===== src/rtl/rf_ctrl_pkg.sv =====
// rf_ctrl_pkg: shared widths and writeback record type for the register-file write path.
package rf_ctrl_pkg;
  localparam int ADDR_W = 5;
  localparam int DATA_W = 32;
  localparam int NUM_REGS = 2 ** ADDR_W;
  typedef struct packed {
    logic [ADDR_W-1:0] addr;
    logic [DATA_W-1:0] data;
  } wb_req_t;
endpackage


===== src/rtl/rr_arbiter.sv =====
// rr_arbiter: combinational round-robin grant, search starts one past ptr.
module rr_arbiter import rf_ctrl_pkg::*; #(
  parameter int N = 3,
  localparam int PW = $clog2(N)
) (
  input  logic [N-1:0]  req,
  input  logic [PW-1:0] ptr,
  output logic [N-1:0]  gnt,
  output logic [PW-1:0] gnt_idx
);
  int idx;
  logic found;
  always_comb begin
    gnt = '0;
    gnt_idx = '0;
    found = 1'b0;
    idx = 0;
    for (int k = 1; k <= N; k++) begin
      idx = (int'(ptr) + k) % N;
      if (!found && req[idx]) begin
        found = 1'b1;
        gnt[idx] = 1'b1;
        gnt_idx = PW'(idx);
      end
    end
  end
endmodule


===== src/rtl/rf_wb_arbiter.sv =====
// rf_wb_arbiter: round-robin RF writeback port sharing plus destination busy scoreboard.
// Define RF_WB_BYPASS_EN to forward the writeback-stage data and mask busy on a hit.
module rf_wb_arbiter import rf_ctrl_pkg::*; #(
  parameter int NREQ = 3,
  parameter int ADDR = ADDR_W,
  parameter int BUS_W = DATA_W
) (
  input  logic                  clk,
  input  logic                  rst,
  input  logic [NREQ-1:0]       req_valid,
  output logic [NREQ-1:0]       req_ready,
  input  logic [NREQ*ADDR-1:0]  req_addr,
  input  logic [NREQ*BUS_W-1:0] req_data,
  input  logic                  alloc_valid,
  input  logic [ADDR-1:0]       alloc_addr,
  output logic                  alloc_ready,
  input  logic [ADDR-1:0]       rs_addr,
  input  logic [ADDR-1:0]       rt_addr,
  output logic                  rs_busy,
  output logic                  rt_busy,
  output logic                  rf_write,
  output logic [ADDR-1:0]       rf_rd_addr,
  output logic [BUS_W-1:0]      rf_rd_w_data,
  output logic                  rs_fwd_valid,
  output logic                  rt_fwd_valid,
  output logic [BUS_W-1:0]      fwd_data
);
  localparam int PW = $clog2(NREQ);
  localparam int NR = 1 << ADDR;
  logic [NREQ-1:0]  gnt;
  logic [PW-1:0]    gnt_idx, ptr_q;
  logic             wb_valid_q;
  logic [ADDR-1:0]  wb_addr_q;
  logic [BUS_W-1:0] wb_data_q;
  logic [NR-1:0]    busy_q, busy_d;
  rr_arbiter #(.N(NREQ)) u_arb (.req(req_valid), .ptr(ptr_q), .gnt(gnt), .gnt_idx(gnt_idx));
  assign req_ready = rst ? '0 : gnt;
  assign alloc_ready = !rst && (alloc_addr == '0 || !busy_q[alloc_addr]);
  assign rf_write = !rst && wb_valid_q && wb_addr_q != '0;
  assign rf_rd_addr = wb_addr_q;
  assign rf_rd_w_data = wb_data_q;
  // a clear and a new reservation of the same register: the reservation survives
  always_comb begin
    busy_d = busy_q;
    if (rf_write) busy_d[wb_addr_q] = 1'b0;
    if (alloc_valid && alloc_ready && alloc_addr != '0) busy_d[alloc_addr] = 1'b1;
    busy_d[0] = 1'b0;
  end
  always_ff @(posedge clk) begin
    if (rst) begin
      ptr_q <= PW'(NREQ - 1);
      wb_valid_q <= 1'b0;
      wb_addr_q <= '0;
      wb_data_q <= '0;
      busy_q <= '0;
    end else begin
      busy_q <= busy_d;
      wb_valid_q <= |gnt;
      if (|gnt) begin
        ptr_q <= gnt_idx;
        wb_addr_q <= req_addr[gnt_idx*ADDR +: ADDR];
        wb_data_q <= req_data[gnt_idx*BUS_W +: BUS_W];
      end
    end
  end
`ifdef RF_WB_BYPASS_EN
  assign rs_fwd_valid = rf_write && rf_rd_addr == rs_addr;
  assign rt_fwd_valid = rf_write && rf_rd_addr == rt_addr;
  assign fwd_data = wb_data_q;
  assign rs_busy = busy_q[rs_addr] && !rs_fwd_valid;
  assign rt_busy = busy_q[rt_addr] && !rt_fwd_valid;
`else
  assign rs_fwd_valid = 1'b0;
  assign rt_fwd_valid = 1'b0;
  assign fwd_data = '0;
  assign rs_busy = busy_q[rs_addr];
  assign rt_busy = busy_q[rt_addr];
`endif
endmodule


===== config.mk =====
export PLATFORM = sky130hd
export DESIGN_NAME = rf_wb_arbiter
export DESIGN_NICKNAME = d
export VERILOG_FILES = /design/src/rtl/rf_ctrl_pkg.sv /design/src/rtl/rr_arbiter.sv /design/src/rtl/rf_wb_arbiter.sv
export SDC_FILE = /design/constraint.sdc
export NUM_CORES = 1
export LEC_CHECK = 0
export ABC_AREA = 0
export CORE_MARGIN = 2
export CORE_UTILIZATION = 23
export DETAILED_ROUTE_END_ITERATION = 7
export GPL_TIMING_DRIVEN = 0
export SYNTH_ARGS = -nofsm -noshare
export SYNTH_HDL_FRONTEND = slang
export SYNTH_SLANG_ARGS = --single-unit

===== constraint.sdc =====
create_clock -name clk -period 7.1 [get_ports clk]
set_input_delay 1.42 -clock clk [delete_from_list [all_inputs] [get_ports clk]]
set_output_delay 1.42 -clock clk [all_outputs]
set_load 0.02 [all_outputs]

==> metrics, run 1 <==
R2R cell count 10; num rows a little over 50; register area share after synthesis 31.1%; Syn Inst Count 535; Peak Freq 0.171 GHz; PortBufs 169; status completed; DR pass1 iterations 5; Seq cells post-synth 71; r2r setup slk ~4.3 ns; Min Hold Slack 0.475 ns; post-CTS setup buffers 0; htree depth 3; Final Max Tran Viols 0; CP endpoint kind output port; FILL cells 2011; CTS tree yes; Critical Setup Path Class primary input to output port; Mean Syn Cell Area 8.55 sq um; Clock Pin Slew Worst Setup and Hold Paths 0.06 ns; Via density 4.71; PwrDens 322 mW/mm^2; CTS root buffer clkbuf_16; startpoint types primary input; static leakage 2.74 nW; clk buf depth 2; share of cells above drive strength 1 14.5%; Post-synth top flop dfxtp_1; antenna viol nets, final 0; Worst VDD drop 0.000115 V; Final setup viols 0; synthesis-to-layout area growth 54.1%; Initial Utilization approximately a quarter; yosys warns 0; core area 0.0195 sq mm; final hold vios 0; Die Wd roughly 150 um; final WL 16.1 mm; count leader, synth nand2_1; ranking of synthesized cells by area dfxtp_1 (31%), mux4_2 (13%), nand2_1 (7.8%); TNS Setup 0 ns; Initial DRC Count 294; EDFF count, synth 0; largest net degree at the start of global routing 15; Mapped Area roughly 0.0046 sq mm; Crit path required time around 5.7 ns; vias in the first global route 4529; CTS Buf Count 9; Arrival @ worst endpoint 4.43 ns; Period minus WS final 5.85 ns; net count reported at finish 884; Worst Hold Depth 1; Clock Sinks 71; Worst-Margin Slew slightly above 0.7 ns; initial antenna violation count 0; Rel. slew slack between 50 and 60%; Hold Path Class flop to flop; Tot GR Track Use between 10% and 20%; post_cts resized 0; top cell type's share of synthesized area 31.1%; # IOs 210; max-cap viol count 0; # DRC 0; RSZ-0062 raised after global routing no; Async S/R FF share, synth 0%; gpl congestion 0.886; global-route wire length before repair 24.7 mm; cts hold-fix bufs 0; Yosys cell types 43; fin crit share between 80% and 90%; diode count 0; WL/cell 15.8 um; placed wire-length estimate between 10 and 15 mm; leading area contributor after synthesis dfxtp_1; Crit Path Max Fanout 10; total gr overflow 0; Max Clock Skew 0.00776 ns; DR vias 4798; area of the die 0.0210 sq mm; most instantiated cells after synthesis nand2_1 (95), dfxtp_1 (71), nor2_1 (45), a31oi_1 (38), buf_4 (38); later-pin clock latency in the skew report 0.35 ns; Die Ht 145 um
-- worst paths after layout --
| kind | start | endpoint |
|---|---|---|
| max | alloc_addr[0] | alloc_ready |
| min | rf_rd_w_data[6]$_SDFFE_PP0P_ | rf_rd_w_data[6]$_SDFFE_PP0P_ |
| max reg2reg | ptr_q[0]$_SDFFE_PP0P_ | rf_rd_w_data[0]$_SDFFE_PP0P_ |
| min reg2reg | rf_rd_w_data[6]$_SDFFE_PP0P_ | rf_rd_w_data[6]$_SDFFE_PP0P_ |
-- sequential cells by signal, indices dropped and copies added (netlist names) --
register,cells
rf_rd_w_data,32
busy_q,31
rf_rd_addr,5
ptr_q,2
wb_valid_q,1
-- where the power goes --
group / internal, mW / switching (mW)
Clock: 0.312 / 0.193
Combinational: 0.539 / 0.685
Sequential: 0.483 / 0.0600
-- critical path: stages --
cell and delay, ns:
clkdlybuf4s50_1 0.63, buf_2 0.33, mux4_2 0.56, mux4_2 0.47, mux2_2 0.28, nor2_1 0.12, clkdlybuf4s50_1 0.62
-- metrics by stage --
stage	setup WS [ns]	total power, mW	cell area (sq um)	cells	util [%]
finish	1.25	2.27	7050	1018	36.2
global route	1.13	2.41	7050	1018	36.2
CTS	1.24	2.29	7050	1018	36.2
detailed placement	1.25	1.78	6720	1002	34.5
global placement	1.24	1.79	6720	1002	34.5
floorplan	2.53	1.33	4700	568	-
-- layout make-up --
| class | instances | area [sq um] | share of cell area [%] |
|---|---|---|---|
| multi-input cells | 418 | 2790 | 39.6 |
| repair buffers | 169 | 1690 | 24.0 |
| flip-flops and latches | 71 | 1420 | 20.2 |
| plain buffers | 75 | 472 | 6.69 |
| well taps | 265 | 332 | 4.70 |
| clock buffers | 9 | 225 | 3.20 |
| clock inverters | 7 | 103 | 1.46 |
| inverters | 4 | 15.0 | 0.213 |
-- placed cells by master (no fill, tap or decap), types with 2 or more instances in the layout --
cell,n
clkdlybuf4s50_1,169
nand2_1,95
dfxtp_1,71
nor2_1,45
buf_4,38
a31oi_1,38
a22o_1,37
o21ai_0,35
conb_1,34
o211ai_1,28
mux4_2,27
clkbuf_1,19
buf_2,14
nand2b_1,11
a21oi_1,10
clkbuf_16,9
mux2_2,7
nand3b_1,5
nor2b_1,5
nand3_1,5
inv_1,4
buf_6,4
ha_1,4
o21ai_1,3
and3_1,3
or3_1,3
or4_1,3
inv_6,3
nor4_1,2
mux2i_1,2
bufinv_16,2
-- cell families after synthesis --
kind of cell               count (synthesis)  synth area share, %
other                                      1               0.0820
DFF                                       71                 31.1
buffers and inverters                     79                 10.6
adders and majority gates                  4                 1.09
AOI/OAI and AO/OA                        162                 24.2
muxes                                     37                 15.7
and+or+nand+nor                          181                 17.2
-- metal layers --
layer	GRT usage (%)	wire (um)
met5	0	0
met4	5.25	308
met3	3.99	1420
met2	25.3	7760
met1	18.0	6600
Power figures use the tool's default switching activity.
==> run 2: changes to the inputs <==
- clock period: 7.1 -> 5.9 ns (I/O delays scaled with it)
==> results of run 2 <==
The final DEF is identical to that of run 1. Status: completed.
Main changes from that run: setup slack after placement 1.25 ns -> 0.529 ns; setup slack after layout 1.25 ns -> 0.529 ns; register-to-register setup slack 4.26 ns -> 3.06 ns; total power 2.27 mW -> 2.73 mW; worst IR drop on VDD 0.000115 V -> 0.000139 V
